**config.mk**
```make
export PLATFORM = sky130hd
export DESIGN_NAME = ctl_duck_flock_flat
export DESIGN_NICKNAME = d
export VERILOG_FILES = /design/src/rtl/ctl_duck_flock_if.sv /design/src/rtl/ctl_duck_flock.sv /design/src/flat_wrapper.sv
export SDC_FILE = /design/constraint.sdc
export NUM_CORES = 1
export LEC_CHECK = 0
export CELL_PAD_IN_SITES_DETAIL_PLACEMENT = 1
export CELL_PAD_IN_SITES_GLOBAL_PLACEMENT = 2
export CORE_MARGIN = 4
export CORE_UTILIZATION = 36
export CTS_BUF_LIST = sky130_fd_sc_hd__clkbuf_16
export DETAILED_ROUTE_END_ITERATION = 12
export PLACE_DENSITY = 0.85
export SETUP_SLACK_MARGIN = 0.2
export SLEW_MARGIN = 10
export SYNTH_ARGS = -nofsm -noshare
export SYNTH_HDL_FRONTEND = slang
export SYNTH_SLANG_ARGS = --single-unit
```
**constraint.sdc**
```tcl
create_clock -name clk -period 6.71 [get_ports clk]
set_input_delay 1.342 -clock clk [delete_from_list [all_inputs] [get_ports clk]]
set_output_delay 1.342 -clock clk [all_outputs]
set_load 0.005 [all_outputs]
```
**src/rtl/ctl_duck_flock_if.sv**
```systemverilog
// Bus between the game-logic/launch block (master) and the duck flock
// controller (slave); clock and reset travel as plain ports.
interface ctl_duck_flock_if #(
  parameter int N_DUCKS = 2,
  parameter int XW      = 10,
  parameter int SPD_W   = 5
);
  logic                     new_frame;
  logic                     game_start;
  logic [N_DUCKS-1:0]       hit;
  logic [N_DUCKS-1:0]       duck_direction;
  logic [N_DUCKS*SPD_W-1:0] duck_v_spd;
  logic [N_DUCKS*SPD_W-1:0] duck_h_spd;
  logic [N_DUCKS*XW-1:0]    duck_start_x;
  logic [N_DUCKS*XW-1:0]    duck_x;
  logic [N_DUCKS*XW-1:0]    duck_y;
  logic [N_DUCKS-1:0]       duck_show;
  logic [N_DUCKS-1:0]       duck_hit;
  logic [N_DUCKS-1:0]       duck_escaped;
  logic [7:0]               hit_count;
  logic [7:0]               escape_count;

  modport master (
    output new_frame, game_start, hit, duck_direction, duck_v_spd, duck_h_spd, duck_start_x,
    input  duck_x, duck_y, duck_show, duck_hit, duck_escaped, hit_count, escape_count
  );

  modport slave (
    input  new_frame, game_start, hit, duck_direction, duck_v_spd, duck_h_spd, duck_start_x,
    output duck_x, duck_y, duck_show, duck_hit, duck_escaped, hit_count, escape_count
  );
endinterface

```
**src/rtl/ctl_duck_flock.sv**
```systemverilog
// Multi-duck flight controller: one launch/fly/hit/escape FSM per duck with
// frame-stepped positions, wall bounces and shared saturating round counters.
module ctl_duck_flock #(
  parameter int N_DUCKS    = 2,
  parameter int XW         = 10,
  parameter int SPD_W      = 5,
  parameter int X_MAX      = 1024,
  parameter int Y_TOP      = 0,
  parameter int Y_FLOOR    = 600,
  parameter int Y_SPAWN    = 768,
  parameter int FALL_SPD   = 8,
  parameter int DEF_V_SPD  = 15,
  parameter int ESC_FRAMES = 300
) (
  input  logic            clk,
  input  logic            rst,
  ctl_duck_flock_if.slave bus
);
  localparam int SW = XW + 2;
  localparam int CW = $clog2(ESC_FRAMES + 1);
  // X_MAX can exceed what the coordinate bus holds; bounce at the lower of the two.
  localparam int X_LIM = (X_MAX > (2**XW) - 1) ? (2**XW) - 1 : X_MAX;

  localparam logic signed [SW-1:0] X_LIM_C   = SW'(X_LIM);
  localparam logic signed [SW-1:0] Y_TOP_C   = SW'(Y_TOP);
  localparam logic signed [SW-1:0] Y_FLOOR_C = SW'(Y_FLOOR);
  localparam logic signed [SW-1:0] FALL_C    = SW'(FALL_SPD);
  localparam logic [XW-1:0]        Y_SPAWN_C = XW'(Y_SPAWN);
  localparam logic [SPD_W-1:0]     DEF_V_C   = SPD_W'(DEF_V_SPD);
  localparam logic [CW-1:0]        ESC_C     = CW'(ESC_FRAMES);

  typedef enum logic [2:0] {S_IDLE, S_DRAW, S_FLY, S_HIT, S_ESC} state_e;

  logic [N_DUCKS-1:0] hit_inc, esc_inc;
  logic [7:0]         hit_cnt_q, hit_cnt_d, esc_cnt_q, esc_cnt_d;

  function automatic logic signed [SW-1:0] widen_pos(input logic [XW-1:0] v);
    return $signed({2'b00, v});
  endfunction

  function automatic logic signed [SW-1:0] widen_spd(input logic [SPD_W-1:0] v);
    return $signed({{(SW-SPD_W){1'b0}}, v});
  endfunction

  function automatic logic [7:0] sat_add(input logic [7:0] a, input logic [N_DUCKS-1:0] inc);
    logic [8:0] s;
    s = {1'b0, a};
    for (int i = 0; i < N_DUCKS; i++) s = s + {8'd0, inc[i]};
    return (s > 9'd255) ? 8'hFF : s[7:0];
  endfunction

  for (genvar g = 0; g < N_DUCKS; g++) begin : g_duck
    state_e               state_q, state_d;
    logic [XW-1:0]        x_q, x_d, y_q, y_d;
    logic [SPD_W-1:0]     hs_q, hs_d, vs_q, vs_d;
    logic                 dirx_q, dirx_d, up_q, up_d;
    logic [CW-1:0]        fcnt_q, fcnt_d;
    logic                 hl_q, show_q, hitf_q, esc_q, esc_d, edge_w;
    logic [SPD_W-1:0]     v_in, h_in;
    logic signed [SW-1:0] nx, ny, fall_y, esc_y;
    logic                 x_bounce, y_bounce;

    assign v_in   = bus.duck_v_spd[g*SPD_W +: SPD_W];
    assign h_in   = bus.duck_h_spd[g*SPD_W +: SPD_W];
    assign edge_w = bus.hit[g] & ~hl_q;

    assign nx     = dirx_q ? widen_pos(x_q) + widen_spd(hs_q) : widen_pos(x_q) - widen_spd(hs_q);
    assign ny     = up_q   ? widen_pos(y_q) - widen_spd(vs_q) : widen_pos(y_q) + widen_spd(vs_q);
    assign fall_y = widen_pos(y_q) + FALL_C;
    assign esc_y  = widen_pos(y_q) - widen_spd(vs_q);
    // The floor only matters moving down, so a duck spawned below it can climb out.
    assign x_bounce = nx[SW-1] || (nx > X_LIM_C);
    assign y_bounce = up_q ? (ny < Y_TOP_C) : (ny > Y_FLOOR_C);

    always_comb begin
      state_d = state_q;
      x_d     = x_q;
      y_d     = y_q;
      hs_d    = hs_q;
      vs_d    = vs_q;
      dirx_d  = dirx_q;
      up_d    = up_q;
      fcnt_d  = fcnt_q;
      esc_d   = 1'b0;
      if (bus.game_start) begin
        state_d = S_DRAW;
      end else begin
        case (state_q)
          S_IDLE: state_d = S_IDLE;
          S_DRAW: begin
            x_d     = bus.duck_start_x[g*XW +: XW];
            y_d     = Y_SPAWN_C;
            hs_d    = h_in;
            vs_d    = (v_in == '0) ? DEF_V_C : v_in;
            dirx_d  = bus.duck_direction[g];
            up_d    = 1'b1;
            fcnt_d  = '0;
            state_d = S_FLY;
          end
          S_FLY: begin
            if (edge_w) begin
              state_d = S_HIT;
            end else if (bus.new_frame) begin
              if (x_bounce) dirx_d = ~dirx_q;
              else          x_d    = nx[XW-1:0];
              if (y_bounce) up_d = ~up_q;
              else          y_d  = ny[XW-1:0];
              fcnt_d = fcnt_q + 1'b1;
              if (fcnt_d >= ESC_C) state_d = S_ESC;
            end
          end
          S_HIT: begin
            if (bus.new_frame) begin
              y_d = fall_y[XW-1:0];
              if (fall_y > Y_FLOOR_C) state_d = S_DRAW;
            end
          end
          S_ESC: begin
            if (bus.new_frame) begin
              if (esc_y[SW-1]) begin
                esc_d   = 1'b1;
                state_d = S_DRAW;
              end else begin
                y_d = esc_y[XW-1:0];
              end
            end
          end
          default: state_d = S_IDLE;
        endcase
      end
    end

    always_ff @(posedge clk) begin
      if (rst) begin
        state_q <= S_IDLE;
        x_q     <= '0;
        y_q     <= '0;
        fcnt_q  <= '0;
        hl_q    <= 1'b0;
        show_q  <= 1'b0;
        hitf_q  <= 1'b0;
        esc_q   <= 1'b0;
      end else begin
        state_q <= state_d;
        x_q     <= x_d;
        y_q     <= y_d;
        fcnt_q  <= fcnt_d;
        hl_q    <= bus.hit[g] & ~bus.game_start;
        show_q  <= (state_d == S_FLY) || (state_d == S_HIT) || (state_d == S_ESC);
        hitf_q  <= (state_d == S_HIT);
        esc_q   <= esc_d;
      end
    end

    // Launch parameters are only read after DRAW has loaded them.
    always_ff @(posedge clk) begin
      hs_q   <= hs_d;
      vs_q   <= vs_d;
      dirx_q <= dirx_d;
      up_q   <= up_d;
    end

    assign hit_inc[g]                = ~bus.game_start & (state_q == S_FLY) & edge_w;
    assign esc_inc[g]                = esc_d;
    assign bus.duck_x[g*XW +: XW]    = x_q;
    assign bus.duck_y[g*XW +: XW]    = y_q;
    assign bus.duck_show[g]          = show_q;
    assign bus.duck_hit[g]           = hitf_q;
    assign bus.duck_escaped[g]       = esc_q;
  end

  always_comb begin
    hit_cnt_d = sat_add(hit_cnt_q, hit_inc);
    esc_cnt_d = sat_add(esc_cnt_q, esc_inc);
  end

  always_ff @(posedge clk) begin
    if (rst || bus.game_start) begin
      hit_cnt_q <= '0;
      esc_cnt_q <= '0;
    end else begin
      hit_cnt_q <= hit_cnt_d;
      esc_cnt_q <= esc_cnt_d;
    end
  end

  assign bus.hit_count    = hit_cnt_q;
  assign bus.escape_count = esc_cnt_q;
endmodule

```
**src/flat_wrapper.sv**
```systemverilog
// flat-port wrapper written by rule: the top's interface ports become plain ports
module ctl_duck_flock_flat 
#(
  parameter int N_DUCKS    = 2,
  parameter int XW         = 10,
  parameter int SPD_W      = 5,
  parameter int X_MAX      = 1024,
  parameter int Y_TOP      = 0,
  parameter int Y_FLOOR    = 600,
  parameter int Y_SPAWN    = 768,
  parameter int FALL_SPD   = 8,
  parameter int DEF_V_SPD  = 15,
  parameter int ESC_FRAMES = 300
)
  (clk, rst, bus_new_frame, bus_game_start, bus_hit, bus_duck_direction, bus_duck_v_spd, bus_duck_h_spd, bus_duck_start_x, bus_duck_x, bus_duck_y, bus_duck_show, bus_duck_hit, bus_duck_escaped, bus_hit_count, bus_escape_count);
  ctl_duck_flock_if #(.N_DUCKS(N_DUCKS), .XW(XW), .SPD_W(SPD_W)) bus_i ();
  input  logic clk;
  input  logic rst;
  input wire logic [$bits(bus_i.new_frame)-1:0] bus_new_frame;
  input wire logic [$bits(bus_i.game_start)-1:0] bus_game_start;
  input wire logic [$bits(bus_i.hit)-1:0] bus_hit;
  input wire logic [$bits(bus_i.duck_direction)-1:0] bus_duck_direction;
  input wire logic [$bits(bus_i.duck_v_spd)-1:0] bus_duck_v_spd;
  input wire logic [$bits(bus_i.duck_h_spd)-1:0] bus_duck_h_spd;
  input wire logic [$bits(bus_i.duck_start_x)-1:0] bus_duck_start_x;
  output wire logic [$bits(bus_i.duck_x)-1:0] bus_duck_x;
  output wire logic [$bits(bus_i.duck_y)-1:0] bus_duck_y;
  output wire logic [$bits(bus_i.duck_show)-1:0] bus_duck_show;
  output wire logic [$bits(bus_i.duck_hit)-1:0] bus_duck_hit;
  output wire logic [$bits(bus_i.duck_escaped)-1:0] bus_duck_escaped;
  output wire logic [$bits(bus_i.hit_count)-1:0] bus_hit_count;
  output wire logic [$bits(bus_i.escape_count)-1:0] bus_escape_count;
  assign bus_i.new_frame = bus_new_frame;
  assign bus_i.game_start = bus_game_start;
  assign bus_i.hit = bus_hit;
  assign bus_i.duck_direction = bus_duck_direction;
  assign bus_i.duck_v_spd = bus_duck_v_spd;
  assign bus_i.duck_h_spd = bus_duck_h_spd;
  assign bus_i.duck_start_x = bus_duck_start_x;
  assign bus_duck_x = bus_i.duck_x;
  assign bus_duck_y = bus_i.duck_y;
  assign bus_duck_show = bus_i.duck_show;
  assign bus_duck_hit = bus_i.duck_hit;
  assign bus_duck_escaped = bus_i.duck_escaped;
  assign bus_hit_count = bus_i.hit_count;
  assign bus_escape_count = bus_i.escape_count;
  ctl_duck_flock #(.N_DUCKS(N_DUCKS), .XW(XW), .SPD_W(SPD_W), .X_MAX(X_MAX), .Y_TOP(Y_TOP), .Y_FLOOR(Y_FLOOR), .Y_SPAWN(Y_SPAWN), .FALL_SPD(FALL_SPD), .DEF_V_SPD(DEF_V_SPD), .ESC_FRAMES(ESC_FRAMES)) u_core (.clk(clk), .rst(rst), .bus(bus_i));
endmodule
```
After elaboration in Yosys (flattened, before gate mapping)
Cells that the tools add are included.
W data, S select, Z words.
{"block": "classes", "bitwise_logic": 15, "add_sub_neg": 16, "eq_ne": 32, "reduce_logical": 25, "mux": 78, "order_cmp": 12}
{"cell": "$mux W10", "n": 18}
{"cell": "$pmux W10 S4", "n": 2}
{"cell": "$gt A12 B11 Y1 const B", "n": 6}
{"cell": "$mux W12", "n": 4}
{"cell": "$mux W3", "n": 16}
{"cell": "$add A10 B5 Y11", "n": 4}
{"cell": "$sub A10 B5 Y11", "n": 4}
{"cell": "$pmux W10 S2", "n": 2}
{"cell": "$mux W9", "n": 4}
{"cell": "$pmux W9 S2", "n": 2}
{"cell": "$reduce_and A5 Y1", "n": 6}
{"cell": "$ne A2 B2 Y1 const B", "n": 14}
{"cell": "$eq A3 B2 Y1 const B", "n": 8}
{"cell": "$lt A12 B1 Y1 const B", "n": 2}
{"cell": "$pmux W3 S4", "n": 2}
{"cell": "$add A10 B4 Y11 const B", "n": 2}
{"cell": "$mux W1", "n": 22}
{"cell": "$add A8 B1 Y9", "n": 2}
{"cell": "$add A9 B1 Y9", "n": 2}
{"cell": "$add A9 B1 Y9 const B", "n": 2}
{"cell": "$ge A9 B9 Y1 const B", "n": 2}
{"cell": "$gt A9 B8 Y1 const B", "n": 2}
{"cell": "$mux W8", "n": 2}
{"cell": "$reduce_and A8 Y1", "n": 2}
{"cell": "other kinds (12)", "n": 46}
{"block": "word_totals", "elab_cells": 204, "ff_bits": 112, "inputBits": 48}

Logic depth before layout (Yosys ltp)
Gate-level depths: netlist of the first run.
{"block": "logic_depth", "word_depth": 10, "ltp_mapped": 15}

Least setup slack after synthesis of the first run
OpenSTA, ideal clock, no wires.
{"block": "synth_timing", "path_type": "in2reg", "start": "input port bus_game_start", "end": "register u_core.hit_cnt_q[4] (netlist: u_core.bus.hit_count[4])", "setup_ps": 132, "t_required_ps": 6578, "t_arrival_ps": 2892, "slack_ps": 3686, "cell_stages": 8, "n_path_buf": 1, "path_cell_list": "clkbuf_1 inv_1 and3_1 fa_1 ha_1 nand3_1 xor2_1 a21oi_1"}
{"block": "synth_between", "elab_chain_len": 7}
{"item": "from (decl)", "line_no": "flat_wrapper.sv:20", "text": "input wire logic [$bits(bus_i.game_start)-1:0] bus_game_start;"}
{"item": "$not A1 Y1 (no source line)"}
{"item": "$and A1 B1 Y1 (2 in a row)", "line_no": "ctl_duck_flock.sv:163", "text": "assign hit_inc[g] = ~bus.game_start & (state_q == S_FLY) & edge_w;"}
{"item": "$add A8 B1 Y9", "line_no": "ctl_duck_flock.sv:48", "text": "for (int i = 0; i < N_DUCKS; i++) s = s + {8'd0, inc[i]};"}
{"item": "$add A9 B1 Y9", "line_no": "ctl_duck_flock.sv:48"}
{"item": "$gt A9 B8 Y1", "line_no": "ctl_duck_flock.sv:49", "text": "return (s > 9'd255) ? 8'hFF : s[7:0];"}
{"item": "$mux W8", "line_no": "ctl_duck_flock.sv:49"}
{"item": "to (signal assigned)", "line_no": "ctl_duck_flock.sv:182", "text": "hit_cnt_q <= hit_cnt_d;"}
{"item": "to (decl)", "line_no": "ctl_duck_flock.sv:35", "text": "logic [7:0] hit_cnt_q, hit_cnt_d, esc_cnt_q, esc_cnt_d;"}
Parallel ways exist; a longest one is shown, timed or not.
A chain may end at the register's enable or synchronous reset.

Worst setup path after layout of the first run
{"block": "layout_timing", "start": "register u_core.g_duck[0].y_q[0]", "end": "register u_core.esc_cnt_q[1] (netlist: u_core.bus.escape_count[1])"}
{"block": "layout_between", "elab_chain_len": 9}
{"item": "from (decl)", "line_no": "ctl_duck_flock.sv:54", "text": "logic [XW-1:0] x_q, x_d, y_q, y_d;"}
{"item": "from (signal assigned)", "line_no": "ctl_duck_flock.sv:146", "text": "y_q <= y_d;"}
{"item": "$sub A10 B5 Y11 *", "line_no": "ctl_duck_flock.sv:70", "text": "assign esc_y = widen_pos(y_q) - widen_spd(vs_q);"}
{"item": "$mux W1 *", "line_no": "ctl_duck_flock.sv:120", "text": "if (esc_y[SW-1]) begin"}
{"item": "$mux W1 *", "line_no": "ctl_duck_flock.sv:119", "text": "if (bus.new_frame) begin"}
{"item": "$mux W1 *", "line_no": "ctl_duck_flock.sv:88", "text": "case (state_q)"}
{"item": "$mux W1 *", "line_no": "ctl_duck_flock.sv:85", "text": "if (bus.game_start) begin"}
{"item": "via u_core.g_duck[0].esc_d", "line_no": "ctl_duck_flock.sv:58", "text": "logic hl_q, show_q, hitf_q, esc_q, esc_d, edge_w;"}
{"item": "$add A8 B1 Y9 *", "line_no": "ctl_duck_flock.sv:48"}
{"item": "$add A9 B1 Y9 *", "line_no": "ctl_duck_flock.sv:48"}
{"item": "$gt A9 B8 Y1", "line_no": "ctl_duck_flock.sv:49"}
{"item": "$mux W8 *", "line_no": "ctl_duck_flock.sv:49"}
{"item": "to (signal assigned)", "line_no": "ctl_duck_flock.sv:183", "text": "esc_cnt_q <= esc_cnt_d;"}
{"item": "to (decl)", "line_no": "ctl_duck_flock.sv:35"}
The timed path passes the listed nets; every way through them passes the cells marked *.

==> metrics.yaml, run 1 <==
worst_hold_path:
  hold_class: "reg2reg"
  holdPathStages: 2
die:
  initial_core_util_pct: 36.6
  core_area_mm2: 0.0235
  dieArea_mm2: 0.0264
  num_io_pins: 110
  rows: 56
  die_w_um: 163
  die_y_um: 163
synthesis:
  yosys_register_bits: 112
  yosysWarnings: 0
  ys_seq_area_share_pct: 28.9
  synth_edf_count: 24
  synth_area_mm2: 0.00860
  synthesis.nets: 1179
  netlist_instances: 1071
  synth_top_area_share_pct: 20.5
  ys_types: 101
  async_reset_ff_share_pct: 0
  ys_top_cells_by_area: "dfxtp_1, edfxtp_1, ha_1"
  synth_top_flop_cell: "dfxtp_1"
  syn_area_per_cell_um2: 8.03
  synth_top_area_cell: "dfxtp_1"
place:
  place_hpwl_mm: 18.8
  numPortBuffers: 109
  dp_cells: 1435
  place_area_mm2: 0.00981
  place_ws_ns: 2.70
  place_congestion: 0.830
setup_path:
  crit_fanout: 6
  worstPathArrival_ns: 3.95
  r2r_cells: 14
  cp-end-kind: "register"
  cp.required_ns: 6.99
  crit_type: "reg2reg"
  startpoint_type: "register"
cells_and_area:
  final_util_pct: 43.1
  layout-drive-gt1-share_pct: 6.98
  n_antenna_cell: 0
  num-nets-final: 1235
  syn_to_final_growth_pct: 17.6
  final_cell_area_mm2: 0.0101
  final_cells: 1451
clock_tree:
  cts_root_buffer: "clkbuf_16"
  cts_resized: 0
  clkSinkCount: 112
  clkLatencyLatePin_ns: 0.37
  cts_tree: "built"
  post_cts_buffers: 0
  clk_path_buf_depth: 2
  cts_buffers: 9
  holdBufCountCts: 0
  h-tree-depth: 3
  clk_pin_slew_ns: 0.09
routing:
  remaining_drc_errors: 0
  firstDrtPassIters: 4
  postRouteAntennaNets: 0
  drt_iter0_drc: 390
  via_per_inst: 5.51
  wl_mm: 25.9
  vias: 7994
  wl_per_cell_um: 17.8
global_routing:
  antenna_found_initial: 0
  grt_pass1_vias: 8161
  grt_pass1_wl_mm: 42.5
  grt_max_degree: 66
  track_usage_pct: 19.4
  grt_overflow: 0
sta:
  worst_pin_slew_ns: 1.12
  setup_tns_ns: 0
  period_share_pct: 54.8
  whs_ns: 0.508
  clock_skew_ns: 0.0173
  rsz0062_at_grt: "no"
  setup_ws_ns: 3.03
  fmax_mhz: 272
  setup_viol: 0
  finalCriticalPeriod_ns: 3.68
  maxSlewViolCount: 0
  final_hold_viol_count: 0
  max_slew_margin_pct: 25.0
outcome:
  status: "completed"
power_and_ir_drop:
  p_total_mw: 1.69
  vdd_drop_max_mv: 0.116
  p_per_area_mw_per_mm2: 167
  p_leak_nw: 3.72
flow_run:
  max_cap_violations: 0
==> report_power, final <==
group          total (mW)  switching (mW)  internal, mW
Clock               0.577           0.281         0.296
Combinational       0.365           0.199         0.167
Sequential          0.749          0.0407         0.708
==> critical path: stages (launching register included) <==
cell and delay, ns:
dfxtp_1 0.39, inv_1 0.08, ha_1 0.19, inv_1 0.06, fa_1 0.47, a211oi_4 0.30, o31ai_2 0.16, nor3_2 0.30
nand3_1 0.23, nor2_1 0.22, fa_1 0.24, ha_1 0.24, and3_1 0.22, nand3_1 0.23, a21oi_1 0.22
==> final cells by class <==
| type | count | area (um^2) |
|---|---|---|
| clock inverters | 7 | 77.6 |
| repair buffers | 114 | 1120 |
| clock buffers | 9 | 225 |
| inverters | 65 | 244 |
| well taps | 319 | 399 |
| multi-input cells | 825 | 5560 |
| flip-flops and latches | 112 | 2480 |
| fillers | 2807 | 13400 |
==> layer usage <==
metal	vias up	part of all wire [%]	global-route usage, %	wire, um
met4	0	0.81	3.58	210
li1	3960	-	-	-
met5	-	0	0	0
met3	13	2.3	2.28	599
met1	3924	47	25.2	12200
met2	97	50	35.0	12900
==> worst paths after layout <==
kind	slack [ns]	end	from
setup reg to reg	3.03	u_core.bus.escape_count[1]	u_core.g_duck[0].y_q[0]
setup / recovery	3.03	u_core.bus.escape_count[1]	u_core.g_duck[0].y_q[0]
hold / removal	0.51	u_core.g_duck[1].fcnt_q[8]	u_core.g_duck[1].fcnt_q[8]
hold reg to reg	0.51	u_core.g_duck[1].fcnt_q[8]	u_core.g_duck[1].fcnt_q[8]
==> cells by family after synthesis <==
| family | synth area share (%) |
|---|---|
| xor+xnor | 3.96 |
| compound gates | 27.4 |
| flops | 28.9 |
| fa+ha+maj | 9.60 |
| buf+inv | 6.59 |
| simple gates | 22.4 |
| mux | 1.09 |
==> synth_stat cells (18+ instances only) <==
master and instances:
clkbuf_1 47, a21oi_1 104, o21ai_0 60, xnor2_1 24, a211oi_1 20, inv_1 64
edfxtp_1 24, nand2_1 75, and3_1 18, nor2_1 118, nand2b_1 19, nor3_1 26
nand3_1 33, ha_1 50, dfxtp_1 88
==> registers in the layout, indices dropped and copies added (netlist names) <==
register                 cells
u_core.g_duck.fcnt_q        18
u_core.bus.escape_count      8
u_core.g_duck.state_q        6
u_core.g_duck.hs_q          10
u_core.g_duck.esc_q          2
u_core.g_duck.show_q         2
u_core.g_duck.y_q           20
u_core.g_duck.hitf_q         2
u_core.g_duck.vs_q          10
u_core.g_duck.hl_q           2
u_core.g_duck.up_q           2
u_core.g_duck.dirx_q         2
u_core.bus.hit_count         8
u_core.g_duck.x_q           20
==> cells in the final DEF, fill, tap and decap left out, types with 10 or more instances in the layout <==
| cell type | n |
|---|---|
| ha_1 | 50 |
| clkdlybuf4s50_1 | 108 |
| xnor2_1 | 24 |
| a31oi_1 | 15 |
| nor2b_1 | 13 |
| and3_1 | 18 |
| edfxtp_1 | 24 |
| xor2_1 | 13 |
| a211oi_1 | 20 |
| nand2b_1 | 19 |
| nand2_1 | 75 |
| nand3_1 | 33 |
| inv_1 | 65 |
| a21oi_1 | 104 |
| o22ai_1 | 10 |
| nor2_1 | 118 |
| o21ai_0 | 60 |
| a22oi_1 | 12 |
| fa_1 | 10 |
| nor3_1 | 25 |
| dfxtp_1 | 88 |
No activity file was read; power rests on OpenSTA's default activity.
==> inputs of run 2 (changes only) <==
--- a/config.mk
+++ b/config.mk
@@ -8,10 +8,10 @@
 export CELL_PAD_IN_SITES_DETAIL_PLACEMENT = 1
 export CELL_PAD_IN_SITES_GLOBAL_PLACEMENT = 2
 export CORE_MARGIN = 4
-export CORE_UTILIZATION = 36
+export CORE_UTILIZATION = 34
 export CTS_BUF_LIST = sky130_fd_sc_hd__clkbuf_16
 export DETAILED_ROUTE_END_ITERATION = 12
-export PLACE_DENSITY = 0.85
+export PLACE_DENSITY = 0.81
 export SETUP_SLACK_MARGIN = 0.2
 export SLEW_MARGIN = 10
 export SYNTH_ARGS = -nofsm -noshare
==> constraint.sdc (replaced) <==
create_clock -name clk -period 3.6 [get_ports clk]
set_input_delay 0.72 -clock clk [delete_from_list [all_inputs] [get_ports clk]]
set_output_delay 0.72 -clock clk [all_outputs]
set_load 0.005 [all_outputs]
==> metrics.yaml, run 2 (synthesized netlist as in run 1, its figures left out) <==
outcome:
  status: "completed"
routing:
  vias: 8199
  drt_iter0_drc: 411
  firstDrtPassIters: 10
  remaining_drc_errors: 0
  via_per_inst: 5.53
  wl_mm: 26.8
  postRouteAntennaNets: 0
  wl_per_cell_um: 18.1
power_and_ir_drop:
  netSwitchingPower_mw: 0.990
  pwr-share-seq_pct: 44.2
  p_per_area_mw_per_mm2: 303
  p_leak_nw: 3.84
  intPower_mw: 2.14
  swShare_pct: 31.7
  power_frac_comb_pct: 23.4
  vdd_drop_max_mv: 0.217
  clkPwrFrac_pct: 32.3
cells_and_area:
  fillers: 2954
  final_common_cell: "nor2_1"
  mostFrequentLayoutCells: "nor2_1, clkdlybuf4s50_1, a21oi_1"
  final_util_pct: 41.9
  num-nets-final: 1261
  syn_to_final_growth_pct: 20.0
  layout-drive-gt1-share_pct: 9.41
  reg_top3: "u_core.g_duck.x_q (20), u_core.g_duck.y_q (20), u_core.g_duck.fcnt_q (18)"
  n_antenna_cell: 0
  final_cell_area_mm2: 0.0103
clock_tree:
  cts_tree: "built"
  cts_root_buffer: "clkbuf_16"
  clk_path_buf_depth: 2
  h-tree-depth: 3
  clkSinkCount: 112
  clkLatencyLatePin_ns: 0.36
  cts_buffers: 9
  clk_pin_slew_ns: 0.08
place:
  place_hpwl_mm: 19.8
  numPortBuffers: 109
  place_congestion: 0.847
  place_area_mm2: 0.0100
sta:
  clock_skew_ns: 0.00914
  max_slew_margin_pct: 49.0
  final_hold_viol_count: 0
  rsz0062_at_grt: "yes"
  maxSlewViolCount: 0
  setup_viol: 0
  worst_pin_slew_ns: 0.765
  period_share_pct: 89.1
  whs_ns: 0.513
  finalCriticalPeriod_ns: 3.21
  setup_tns_ns: 0
  fmax_mhz: 312
setup_path:
  crit_fanout: 11
  timing.rr.start: "u_core.g_duck[0].y_q[0]"
  critical-path-slowest-cell: "fa_1"
  cp-end-kind: "register"
  crit_type: "reg2reg"
  startpoint_type: "register"
  path_buf_inv: 2
  worstPathArrival_ns: 3.43
  cp_top_family: "compound AO/OA/AOI/OAI gates"
  cpMostUsedCell: "inv_1"
  crit_chain: "inv_1, ha_1, inv_1, fa_1, a211oi_4, nor2_2, a21oi_2, a22oi_2, xnor2_1, o21ai_2, a32o_2, a222oi_1, a31oi_1"
  critPathMaxStageDelay_ns: 0.45
  cp.required_ns: 3.82
  r2r_cells: 13
  rrSetupSlack_ns: 0.39
  r2r-end: "u_core.g_duck[0].y_q[6]"
worst_hold_path:
  holdPathStages: 2
  hold_path.startpoint: "u_core.g_duck[1].fcnt_q[8]"
  hold_path_end: "u_core.g_duck[1].fcnt_q[8]"
  hold_class: "reg2reg"
die:
  die_w_um: 167
  die_y_um: 167
  num_io_pins: 110
  core_area_mm2: 0.0246
  dieArea_mm2: 0.0279
  rows: 57
  initial_core_util_pct: 34.9
global_routing:
  grt_overflow: 0
  grt_pass1_vias: 8447
  antenna_found_initial: 0
  track_usage_pct: 19.2
  grt_pass1_wl_mm: 44.8
  grt_max_degree: 58
flow_run:
  max_cap_violations: 0
==> run 2: cell count changes in the layout (fill, tap and decap cells not counted), moves of 2 or more <==
cell / before / now
inv_6: 2 / 0
nand3_2: 0 / 2
nand3_1: 33 / 31
buf_4: 5 / 31
==> run 2: worst max-delay path by stage <==
stage | slack, ns | end | start | cells after the start
after floorplan | 0.71 | u_core.bus.escape_count[0] | u_core.g_duck[0].y_q[0] | 14
after global placement | 0.32 | u_core.g_duck[0].y_q[1] | bus_new_frame | 9
after detailed placement | 0.33 | u_core.g_duck[0].y_q[2] | bus_new_frame | 9
after CTS | 0.34 | u_core.bus.escape_count[1] | u_core.g_duck[0].y_q[0] | 14
after global routing | 0.16 | u_core.bus.escape_count[3] | u_core.g_duck[0].y_q[0] | 14
final | 0.39 | u_core.g_duck[0].y_q[6] | u_core.g_duck[0].y_q[0] | 13
==> run 2: cell type report <==
class	instances	area, um^2	area share, %
clock buffers	9	225	2.18
clock inverters	7	56.3	0.546
inverters	65	244	2.36
multi-input cells	825	5590	54.1
flip-flops and latches	112	2480	24.1
well taps	324	405	3.93
repair buffers	140	1320	12.8
==> run 2: routing by layer <==
metal,wire (um),vias up,track usage (%)
met3,877,25,2.70
li1,-,4006,-
met1,12300,4034,25.3
met4,385,0,4.23
met5,0,-,0
met2,13300,134,33.6
==> run 2: timing repair <==
item	in CTS	in global routing
resized for setup	0	8
setup endpoints to repair	0	17
hold endpoints to repair	0	0
setup buffers	0	0
hold buffers	0	0
==> run 2: through the flow <==
step           total power [mW]  std cells  setup slack [ns]
2_1_floorplan              1.87       1071             0.710
3_3_place_gp               2.13       1466             0.325
3_5_place_dp               2.14       1466             0.333
4_1_cts                    3.16       1482             0.340
5_1_grt                    3.29       1482             0.160
6_report                   3.13       1482             0.392
==> run 2: worst register-to-register path, stage by stage, from the launching register on <==
cell	delay (ns)
dfxtp_1	0.36
inv_1	0.07
ha_1	0.18
inv_1	0.06
fa_1	0.45
a211oi_4	0.31
nor2_2	0.12
a21oi_2	0.24
a22oi_2	0.14
xnor2_1	0.24
o21ai_2	0.14
a32o_2	0.37
a222oi_1	0.25
a31oi_1	0.12
==> run 2: power groups by stage <==
stage	clock network, mW	logic (mW)	registers (mW)
5_1_grt	1.09	0.807	1.39
6_report	1.01	0.732	1.38
3_3_place_gp	0	0.716	1.41
4_1_cts	1.05	0.730	1.38
3_5_place_dp	0	0.724	1.41
2_1_floorplan	0	0.488	1.39
